**src/rtl/spi_tx_engine_pkg.sv**
```systemverilog
// spi_tx_engine_pkg: shared FSM encoding and default sizing for the SPI transmitter
package spi_tx_engine_pkg;
  typedef enum logic [1:0] {
    IDLE  = 2'd0,
    SETUP = 2'd1,
    SHIFT = 2'd2,
    HOLD  = 2'd3
  } state_t;
  localparam int LARGO_DEF = 8;
  localparam int DIV_DEF = 2;
endpackage

```
**src/rtl/spi_tx_engine_if.sv**
```systemverilog
// spi_tx_engine_if: word handshake plus SPI pins of the transmitter
interface spi_tx_engine_if
  import spi_tx_engine_pkg::*;
#(
  parameter int LARGO = LARGO_DEF
);
  logic tx_valid;
  logic tx_ready;
  logic [LARGO-1:0] tx_data;
  logic sclk;
  logic mosi;
  logic cs_n;
  logic busy;
  logic done;
  modport master (output tx_valid, tx_data, input tx_ready, sclk, mosi, cs_n, busy, done);
  modport slave (input tx_valid, tx_data, output tx_ready, sclk, mosi, cs_n, busy, done);
endinterface

```
**src/rtl/spi_piso_shift.sv**
```systemverilog
// spi_piso_shift: parallel-load, shift-left register; exposes the MSB it will hold next cycle
module spi_piso_shift
  import spi_tx_engine_pkg::*;
#(
  parameter int LARGO = LARGO_DEF
) (
  input  logic             clk,
  input  logic             rst,
  input  logic             i_load,
  input  logic             i_shift,
  input  logic [LARGO-1:0] i_data,
  output logic             o_msb_next
);
  logic [LARGO-1:0] r_sr;
  logic [LARGO-1:0] w_sr;
  assign w_sr = i_load ? i_data : i_shift ? {r_sr[LARGO-2:0], 1'b0} : r_sr;
  assign o_msb_next = w_sr[LARGO-1];
  always_ff @(posedge clk or posedge rst)
    if (rst) r_sr <= '0;
    else r_sr <= w_sr;
endmodule

```
**src/rtl/spi_tx_engine.sv**
```systemverilog
// spi_tx_engine: SPI transmitter sending one MSB-first word per cs_n frame, sclk idle low
module spi_tx_engine
  import spi_tx_engine_pkg::*;
#(
  parameter int LARGO = LARGO_DEF,
  parameter int DIV = DIV_DEF
) (
  input logic           clk,
  input logic           rst,
  spi_tx_engine_if.slave bus
);
  localparam int DW = $clog2(DIV + 1);
  localparam int BW = $clog2(LARGO + 1);
  state_t r_state;
  state_t w_nxt;
  logic [DW-1:0] r_div;
  logic [DW-1:0] w_div;
  logic [BW-1:0] r_bit;
  logic [BW-1:0] w_bit;
  logic r_hi, w_hi;
  logic w_end, w_load, w_shift, w_msb_next;
  logic r_sclk, r_mosi, r_cs_n, r_busy, r_done;
  logic w_sclk, w_mosi, w_cs_n, w_done;

  assign w_end = r_div == DW'(DIV - 1);
  assign w_load = r_state == IDLE && bus.tx_valid;
  assign w_shift = r_state == SHIFT && !r_hi && w_end;
  assign bus.tx_ready = r_state == IDLE && !rst;
  assign bus.sclk = r_sclk;
  assign bus.mosi = r_mosi;
  assign bus.cs_n = r_cs_n;
  assign bus.busy = r_busy;
  assign bus.done = r_done;

  spi_piso_shift #(.LARGO(LARGO)) u_piso (
    .clk       (clk),
    .rst       (rst),
    .i_load    (w_load),
    .i_shift   (w_shift),
    .i_data    (bus.tx_data),
    .o_msb_next(w_msb_next)
  );

  always_ff @(posedge clk or posedge rst)
    if (rst) begin
      r_state <= IDLE;
      r_div <= '0;
      r_bit <= '0;
      r_hi <= 1'b0;
      r_sclk <= 1'b0;
      r_mosi <= 1'b0;
      r_cs_n <= 1'b1;
      r_busy <= 1'b0;
      r_done <= 1'b0;
    end else begin
      r_state <= w_nxt;
      r_div <= w_div;
      r_bit <= w_bit;
      r_hi <= w_hi;
      r_sclk <= w_sclk;
      r_mosi <= w_mosi;
      r_cs_n <= w_cs_n;
      r_busy <= !w_cs_n;
      r_done <= w_done;
    end

  // r_hi selects the sclk-high half of a bit; the register shifts only when a low half ends
  always_comb begin
    w_nxt = r_state;
    case (r_state)
      IDLE:    w_nxt = bus.tx_valid ? SETUP : IDLE;
      SETUP:   w_nxt = w_end ? SHIFT : SETUP;
      SHIFT:   w_nxt = w_shift && r_bit == BW'(LARGO - 1) ? HOLD : SHIFT;
      HOLD:    w_nxt = w_end ? IDLE : HOLD;
      default: w_nxt = IDLE;
    endcase
    w_div = r_state == IDLE || w_end ? '0 : r_div + DW'(1);
    w_hi = r_state != SHIFT || (w_end ? !r_hi : r_hi);
    w_bit = r_state == IDLE ? '0 : r_bit + BW'(w_shift);
  end

  // outputs are decoded from next-state values so the registered pins line up with the state
  always_comb begin
    w_cs_n = w_nxt == IDLE;
    w_sclk = w_nxt == SHIFT && w_hi;
    w_mosi = w_nxt == SHIFT && w_msb_next;
    w_done = r_state == HOLD && w_nxt == IDLE;
  end
endmodule

```
**src/flat_wrapper.sv**
```systemverilog
// flat-port wrapper written by rule: the top's interface ports become plain ports
module spi_tx_engine_flat import spi_tx_engine_pkg::*;
#(
  parameter int LARGO = LARGO_DEF,
  parameter int DIV = DIV_DEF
)
  (clk, rst, bus_tx_valid, bus_tx_data, bus_tx_ready, bus_sclk, bus_mosi, bus_cs_n, bus_busy, bus_done);
  spi_tx_engine_if #(.LARGO(LARGO)) bus_i ();
  input logic clk;
  input logic rst;
  input wire logic [$bits(bus_i.tx_valid)-1:0] bus_tx_valid;
  input wire logic [$bits(bus_i.tx_data)-1:0] bus_tx_data;
  output wire logic [$bits(bus_i.tx_ready)-1:0] bus_tx_ready;
  output wire logic [$bits(bus_i.sclk)-1:0] bus_sclk;
  output wire logic [$bits(bus_i.mosi)-1:0] bus_mosi;
  output wire logic [$bits(bus_i.cs_n)-1:0] bus_cs_n;
  output wire logic [$bits(bus_i.busy)-1:0] bus_busy;
  output wire logic [$bits(bus_i.done)-1:0] bus_done;
  assign bus_i.tx_valid = bus_tx_valid;
  assign bus_i.tx_data = bus_tx_data;
  assign bus_tx_ready = bus_i.tx_ready;
  assign bus_sclk = bus_i.sclk;
  assign bus_mosi = bus_i.mosi;
  assign bus_cs_n = bus_i.cs_n;
  assign bus_busy = bus_i.busy;
  assign bus_done = bus_i.done;
  spi_tx_engine #(.LARGO(LARGO), .DIV(DIV)) u_core (.clk(clk), .rst(rst), .bus(bus_i));
endmodule
```
**config.mk**
```make
export PLATFORM = sky130hd
export DESIGN_NAME = spi_tx_engine_flat
export DESIGN_NICKNAME = d
export VERILOG_FILES = /design/src/rtl/spi_tx_engine_pkg.sv /design/src/rtl/spi_tx_engine_if.sv /design/src/rtl/spi_piso_shift.sv /design/src/rtl/spi_tx_engine.sv /design/src/flat_wrapper.sv
export SDC_FILE = /design/constraint.sdc
export NUM_CORES = 1
export LEC_CHECK = 0
export CAP_MARGIN = 40
export CORE_ASPECT_RATIO = 0.75
export CORE_MARGIN = 3
export CORE_UTILIZATION = 54
export CTS_CLUSTER_DIAMETER = 150
export DETAILED_ROUTE_END_ITERATION = 10
export GPL_TIMING_DRIVEN = 1
export PLACE_DENSITY_LB_ADDON = 0.08
export SLEW_MARGIN = 20
export SYNTH_ARGS = -nofsm -noshare
export SYNTH_HDL_FRONTEND = slang
export SYNTH_SLANG_ARGS = --single-unit
```
**constraint.sdc**
```tcl
create_clock -name clk -period 5.1 [get_ports clk]
set_input_delay 1.275 -clock clk [delete_from_list [all_inputs] [get_ports clk]]
set_output_delay 1.275 -clock clk [all_outputs]
set_load 0.02 [all_outputs]
```
==> results of run 1 <==
through the flow:
| stage | utilization [%] | hold slack, ns |
|---|---|---|
| after floorplan | - | 0.415 |
| after global placement | 70.1 | 0.426 |
| after detailed placement | 70.1 | 0.475 |
| after CTS | 71.8 | 0.491 |
| after global routing | 72.5 | 0.507 |
| final | 72.5 | 0.480 |
layout by cell type, fill, tap and decap left out:
master	count
clkdlybuf4s50_1	16
o21ai_0	1
clkbuf_4	3
mux2i_1	7
xnor2_1	1
nor3b_1	1
a32o_1	1
or3b_1	1
nand2_1	4
xor2_1	1
or2_2	2
buf_6	1
and4bb_4	1
o221ai_1	1
nor2b_1	3
ha_1	3
nor2_1	10
clkbuf_1	1
a221oi_2	1
nand3_1	1
and3_2	1
and2b_1	1
dfrtp_1	21
dfstp_2	1
inv_1	5
or3_1	1
nor3_1	4
nand4b_1	1
a21oi_1	9
critical path: cells and delay by family:
| kind | cells | cell delay [ns] |
|---|---|---|
| buf+inv | 2 | 1.05 |
| simple gates | 1 | 0.15 |
power by group through the flow:
stage               Combinational (uW)  Clock, uW  Sequential, uW
floorplan                          160          0             281
global placement                   201          0             279
detailed placement                 211          0             283
CTS                                211       81.6             279
global route                       234       92.6             289
finish                             212       80.2             279
kinds of logic (layout without fill, tap and decap cells):
group                      count (synthesis)  count (layout)
DFF                                       22              22
xor gates and xnor gates                   2               2
buffers and inverters                     10              26
and+or+nand+nor                           31              31
adders and majority gates                  3               3
muxes                                      7               7
AOI/OAI and AO/OA                         13              13
worst min-delay path by stage:
stage          cells after the start  slack (ns)              end
2_1_floorplan                      1        0.41  u_core.r_div[0]
5_1_grt                            1        0.51  u_core.r_div[0]
4_1_cts                            1        0.49  u_core.r_div[0]
3_3_place_gp                       1        0.43  u_core.r_div[0]
6_report                           1        0.48  u_core.r_div[0]
3_5_place_dp                       1        0.47  u_core.r_div[0]
layer usage:
metal / vias up / wire, um / track usage, % / part of all wire, %
met5: - / 0 / 0 / 0
met1: 291 / 766 / 18.3 / 47
met3: 3 / 109 / 5.36 / 6.7
met4: 0 / 11 / 3.79 / 0.68
li1: 330 / - / - / -
met2: 16 / 734 / 25.2 / 45
final cells by class:
| cell class | instances | area share [%] |
|---|---|---|
| clock buffers | 4 | 2.24 |
| flip-flops and latches | 22 | 47.0 |
| inverters | 5 | 1.60 |
| well taps | 21 | 2.24 |
| repair buffers | 17 | 14.6 |
| multi-input cells | 56 | 32.4 |
flip-flops by register name, indices dropped and copies added (netlist names):
signal	cells
u_core.bus.cs_n	1
u_core.bus.mosi	1
u_core.r_div	2
u_core.r_bit	4
u_core.bus.busy	1
u_core.u_piso.r_sr	8
u_core.bus.sclk	1
u_core.bus.done	1
u_core.r_hi	1
u_core.r_state	2
==> metrics.cfg, run 1 <==
[clock_tree]
root_buffer=clkbuf_4
tritoncts=built
clk_pin_slew_worst_paths_ns=0.12
insertion_delay_ns=0.31
numCtsBuffers=3
clock_sinks=22
clockBufferDepth=2
hold_buffers=0
cts_resized=0
htreeDepth=1
postCtsSetupBuffers=0

[critical_path]
regToRegSetupSlack_ns=3.30
cp-end-kind=primary output
critPathMaxStageDelay_ns=0.63
critPathCapture=bus_tx_ready
r2r_end=u_core.r_bit[2]
worstSetupStartpoint=rst
reg2regPathDepth=7
cp.required_ns=3.83
worstSetupPathType=in -> out
worstReg2RegStart=u_core.r_div[1]
critical_path_arrival_ns=2.47
slowest_stage=clkdlybuf4s50_1
crit_chain=clkdlybuf4s50_1, nor3_1, clkdlybuf4s50_1
crit_path_frequent_cell=clkdlybuf4s50_1
path_max_fanout=2
cp-start-kind=input pin

[detailed_routing]
num_vias=640
vias_per_cell=5.12
first_pass_iters=4
wl_per_cell_um=13.0
drt-initial-drc-count=19
drc=0
routed_wl_mm=1.62
postRouteAntennaNets=0

[global_route]
grt_pass1_wl_mm=2.73
grt_pass1_vias=608
grt_overflow=0
gr-usage-all-layers_pct=14.8
grt_max_degree=23
grt_antenna_before_repair=0

[synthesis]
synth_fa_ha_area_share_pct=3.72
ys_seq_elements=22
synth_compound_area_share_pct=8.31
synthMuxAreaShare_pct=6.95
yosys.area.top_type=dfrtp_1
synth_top_area_share_pct=52.1
avgSynthCellArea_um2=11.5
synth_most_common_cell=dfrtp_1
synth_cell_types=28
syn_nets=102
synth-edff-count=0
synth_area_leaders=dfrtp_1, mux2i_1, a21oi_1
async_reset_ff_share_pct=100
synth-main-ff-cell=dfrtp_1
syn_area_mm2=0.00101
synth_seq_area_share_pct=54.7
yosys.area_share.simple_pct=17.0
synth_warnings=0
synth_xor_area_share_pct=1.74
synth_top_family_by_area=simple AND/OR/NAND/NOR gates
syn-instance-count=88
synth_top_cells_by_count=dfrtp_1, nor2_1, a21oi_1

[floorplanning]
coreArea_mm2=0.00162
die_area_mm2=0.00243
die_x_um=55.9
rows=12
io_pins=17
start_util_pct=62.2
die_h_um=43.4

[finish]
area_growth_pct=16.5
multiInputGateArea_um2=380
fillers=128
finalNonFillerCells=125
antenna_cells=0
fin_nets=119
stdcell_area_mm2=0.00117
drive_above_1_share_pct=9.62
seqCellArea_um2=552

[place]
place_inst=120
numPortBuffers=16
dp_hpwl_mm=1.20
gp_congestion=0.704
pre_cts_slack_ns=1.35
place_area_mm2=0.00114

[power_and_ir_drop]
pwr-share-seq_pct=48.9
finalPower_uw=571
switching_share_pct=35.3
p_leak_uw=0.000503
power_switching_uw=201
peakVddDrop_v=0.000360
pwr-share-clk_pct=14.0
p_int_uw=369
power.density_mw_per_mm2=486
combPwrFrac_pct=37.1

[hold_path]
worstHoldStart=u_core.r_div[0]
worstHoldPathType=reg -> reg

[timing]
setup_viol=0
tns_ns=0
grt_setup_unrepaired=no
maxSlewViolCount=0
hold_viol_final=0
fmax_ghz=0.267
setup_slack_ns=1.35
min_period_ns=3.75
max-slew-margin-rel_pct=65.0
tightest_slew_ns=0.525
fin_skew_ns=0.00976
fin_crit_sh_pct=73.5

[flow_run]
cap_violations=0

[outcome]
status=finished clean

Power figures use the tool's default switching activity.
==> run 2: changes to the inputs <==
CORE_UTILIZATION = 46   (was 54)
clock period = 3.25 ns   (was 5.1 ns; I/O delays follow)
==> run 2 against run 1 <==
  * Final cell count rose by 2.4%
  * Via count rose by 3.0%
  * Design area grew 0.64%
  * Setup slack got worse by 0.89 ns
  * Critical path depth is the same
  * Critical path type unchanged
  * Sequential power is 58% higher
  * Die area is 15% higher
  * Count of clock-buffer cells in the layout unchanged
  * Global-route usage is 0.70 points lower
==> metrics.cfg, run 2 (synthesis results as in run 1) <==
[timing]
max-slew-margin-rel_pct=66.1
maxSlewViolCount=0
hold_viol_final=0
hold_slack_ns=0.460
setup_viol=0
grt_setup_unrepaired=no
tightest_slew_ns=0.509
fin_crit_sh_pct=85.7
tns_ns=0
fmax_ghz=0.359
fin_skew_ns=0.00581
min_period_ns=2.79

[clock_tree]
root_buffer=clkbuf_4
tritoncts=built
htreeDepth=1
clock_sinks=22
numCtsBuffers=3
cts_resized=0
hold_buffers=0
clk_pin_slew_worst_paths_ns=0.11
clockBufferDepth=2
insertion_delay_ns=0.31
postCtsSetupBuffers=0

[detailed_routing]
m1WireLength_um=763
first_pass_iters=4
drt-initial-drc-count=27
dr.max_layer_used=met4
wl_met2_um=713
num_vias=659
drc=0
vias_per_cell=5.15
routed_wl_mm=1.62
route.met3.wl_um=105
postRouteAntennaNets=0
wl_per_cell_um=12.7

[finish]
antenna_cells=0
final_cell_mix=dfrtp_1, clkdlybuf4s50_1, nor2_1
area_growth_pct=17.2
reg.largest.list=u_core.u_piso.r_sr x8, u_core.r_bit x4
largest_reg_flops=8
layout_commonest_cell=dfrtp_1
drive_above_1_share_pct=9.62
regMostFlops=u_core.u_piso.r_sr
fin_nets=119

[global_route]
grt_pass1_vias=607
grt_max_degree=17
gr-usage-all-layers_pct=14.1
grt_pass1_wl_mm=2.75
grt_overflow=0
grt_antenna_before_repair=0

[flow_run]
cap_violations=0

[critical_path]
cp-start-kind=input pin
worstReg2RegStart=u_core.r_div[1]
cp.required_ns=2.44
reg2regPathDepth=6
cp-end-kind=primary output
worstSetupPathType=in -> out
path_max_fanout=2
regToRegSetupSlack_ns=1.48
critical_path_arrival_ns=1.97
r2r_end=u_core.r_bit[1]

[floorplanning]
rows=14
coreArea_mm2=0.00205
die_area_mm2=0.00280
start_util_pct=49.2
io_pins=17
die_x_um=60.1
die_h_um=46.6

[outcome]
status=finished clean

[power_and_ir_drop]
p_leak_uw=0.000504
peakVddDrop_v=0.000441
power.density_mw_per_mm2=755

[place]
numPortBuffers=16
dp_hpwl_mm=1.17
gp_congestion=0.692

[hold_path]
worstHoldPathType=reg -> reg
worstHoldStart=u_core.r_div[0]
holdPathStages=1
holdPathEnd=u_core.r_div[0]

[run 2: cell counts in the layout (fill, tap and decap cells not counted)]
Identical to the previous run, type by type.
[run 2: worst max-delay path, stage by stage]
cell and delay [ns]:
clkdlybuf4s50_1 0.41, nor3_1 0.13, clkdlybuf4s50_1 0.62
[run 2: area by class of cell]
cell class	instances	area, um^2
Inverter	5	18.8
Timing Repair Buffer	17	175
Clock buffer	4	26.3
Sequential cell	22	552
Multi-Input combinational cell	56	380
Tap cell	24	30.0
Fill cell	186	867
[run 2: through the flow]
step / instances / util (%) / total power [uW] / cell area (um^2) / setup slack, ns
5_1_grt: 128 / 57.7 / 964 / 1180 / 0.393
2_1_floorplan: 88 / - / 693 / 1010 / 1.17
3_5_place_dp: 124 / 56.4 / 774 / 1160 / 0.445
3_3_place_gp: 123 / 55.7 / 764 / 1140 / 0.454
6_report: 128 / 57.7 / 893 / 1180 / 0.464
4_1_cts: 128 / 57.7 / 902 / 1180 / 0.449
[run 2: how the worst max path moves through the flow]
| stage | to | from | cells past startpoint |
|---|---|---|---|
| 3_3_place_gp | bus_tx_ready | rst | 3 |
| 4_1_cts | bus_tx_ready | rst | 3 |
| 2_1_floorplan | bus_tx_ready | rst | 1 |
| 6_report | bus_tx_ready | rst | 3 |
| 5_1_grt | bus_tx_ready | rst | 3 |
| 3_5_place_dp | bus_tx_ready | rst | 3 |
[run 2: metal layers]
metal | up-vias | global-route usage (%)
met5 | - | 0
met4 | 0 | 7.96
met3 | 5 | 5.88
met2 | 16 | 22.2
met1 | 303 | 16.4
li1 | 335 | -
[run 2: power by group]
group / total (uW) / internal [uW] / switching (uW)
Combinational: 322 / 156 / 166
Clock: 129 / 48.0 / 81.1
Sequential: 441 / 375 / 66.0
==> run 3: changes to the inputs <==
clock period = 2.4 ns   (was 3.25 ns; I/O delays follow)
==> run 3 against run 2 <==
  * Count of clock-buffer cells in the layout unchanged
  * First-iteration DRC count decreased by 44%
  * Final cell count did not move
  * Total power increased by 38%
  * Via count increased by 1.8%
  * Die area unchanged
  * Design area up 0.42%
  * Sequential share of layout area decreased by 0.20 points
  * Sequential cell count is the same
  * Sequential power up 35%
  * Combinational power is 35% higher
==> metrics.cfg, run 3 (synthesis results as in run 1) <==
[timing]
tns_ns=0
tightest_slew_ns=0.503
min_period_ns=2.03
maxSlewViolCount=0
setup_viol=0
fin_crit_sh_pct=84.5
fin_skew_ns=0.00240
max-slew-margin-rel_pct=66.4
grt_setup_unrepaired=no
hold_slack_ns=0.463
fmax_ghz=0.493
hold_viol_final=0

[floorplanning]
rows=14
die_area_mm2=0.00280
coreArea_mm2=0.00205
io_pins=17
die_h_um=46.6
die_x_um=60.1
start_util_pct=49.2

[detailed_routing]
vias_per_cell=5.24
drt-initial-drc-count=15
drc=0
postRouteAntennaNets=0
first_pass_iters=4
wl_per_cell_um=12.5
num_vias=671
routed_wl_mm=1.59

[finish]
regMostFlops=u_core.u_piso.r_sr
drive_above_1_share_pct=10.6
layout_commonest_cell=dfrtp_1
antenna_cells=0
area_growth_pct=17.7
final_cell_mix=dfrtp_1, clkdlybuf4s50_1, nor2_1
fin_nets=119
reg.largest.list=u_core.u_piso.r_sr x8, u_core.r_bit x4
largest_reg_flops=8

[place]
dp_hpwl_mm=1.12
numPortBuffers=16
gp_congestion=0.711

[power_and_ir_drop]
p_leak_uw=0.000523
power.density_mw_per_mm2=1040
peakVddDrop_v=0.000659

[critical_path]
cp.required_ns=1.80
cp-end-kind=primary output
cp-start-kind=flop
crit_family=buffers and inverters
critPathMaxStageDelay_ns=0.59
crit_chain=clkdlybuf4s50_1
worstSetupPathType=reg -> out
path_max_fanout=1
slowest_stage=clkdlybuf4s50_1
path_buf_inv=1
critical_path_arrival_ns=1.43

[clock_tree]
clockBufferDepth=2
postCtsSetupBuffers=0
clk_pin_slew_worst_paths_ns=0.12
htreeDepth=1
clock_sinks=22
insertion_delay_ns=0.30
hold_buffers=0
root_buffer=clkbuf_4
numCtsBuffers=3
tritoncts=built

[global_route]
grt_overflow=0
grt_pass1_vias=609
grt_max_degree=23
gr-usage-all-layers_pct=13.3
grt_antenna_before_repair=0
grt_pass1_wl_mm=2.68

[outcome]
status=finished clean

[flow_run]
cap_violations=0

[hold_path]
worstHoldPathType=reg -> reg

-- run 3: where the power goes --
group	internal, uW	switching [uW]	total (uW)
sequential	508	89.0	597
combinational	209	225	434
clock	92.6	109	202
-- run 3: layout make-up --
class / instances / area [um^2]
clock buffer: 4 / 36.3
fill: 181 / 862
inverter: 5 / 18.8
multi-input combinational: 56 / 380
sequential: 22 / 552
tap: 24 / 30.0
timing repair buffer: 17 / 170
-- run 3: layer usage --
metal  up-vias  share of wire (%)  GRT usage (%)
li1        333                  -              -
met1       314                 49           17.3
met2        20                 43           20.5
met3         4                7.2           5.04
met4         0                1.2           3.98
met5         -                  0              0
-- run 3: worst paths after layout --
kind,startpoint,to,slack [ns],cells after the start
setup reg to reg,u_core.r_div[1],u_core.r_bit[1],0.61,6
min in group asynchronous,rst,u_core.r_bit[2],0.64,3
setup / recovery,u_core.bus.cs_n,bus_cs_n,0.37,1
hold / removal,u_core.r_div[0],u_core.r_div[0],0.46,1
max in group asynchronous,rst,u_core.bus.cs_n,1.48,3
hold reg to reg,u_core.r_div[0],u_core.r_div[0],0.46,1
-- run 3: through the flow --
stage	total power (uW)	setup slack, ns	cells	cell area, um^2	utilization [%]
3_3_place_gp	1040	0.0292	124	1150	56.0
4_1_cts	1250	0.0252	128	1180	57.8
6_report	1230	0.371	128	1190	57.9
5_1_grt	1330	0.315	128	1190	57.9
3_5_place_dp	1050	0.0252	124	1150	56.0
2_1_floorplan	938	0.738	88	1010	-
-- run 3: timing repair --
action | 4_1_cts | 5_1_grt
gates resized for setup | 0 | 1
setup endpoints to repair | 0 | 1
endpoints found under the hold margin | 0 | 0
-- run 3: worst reg2reg max path, stage by stage, from the launching register on --
cell and delay (ns):
dfrtp_1 0.38, inv_1 0.05, ha_1 0.28, and4bb_4 0.40
ha_1 0.21, ha_1 0.22, nor2b_1 0.12
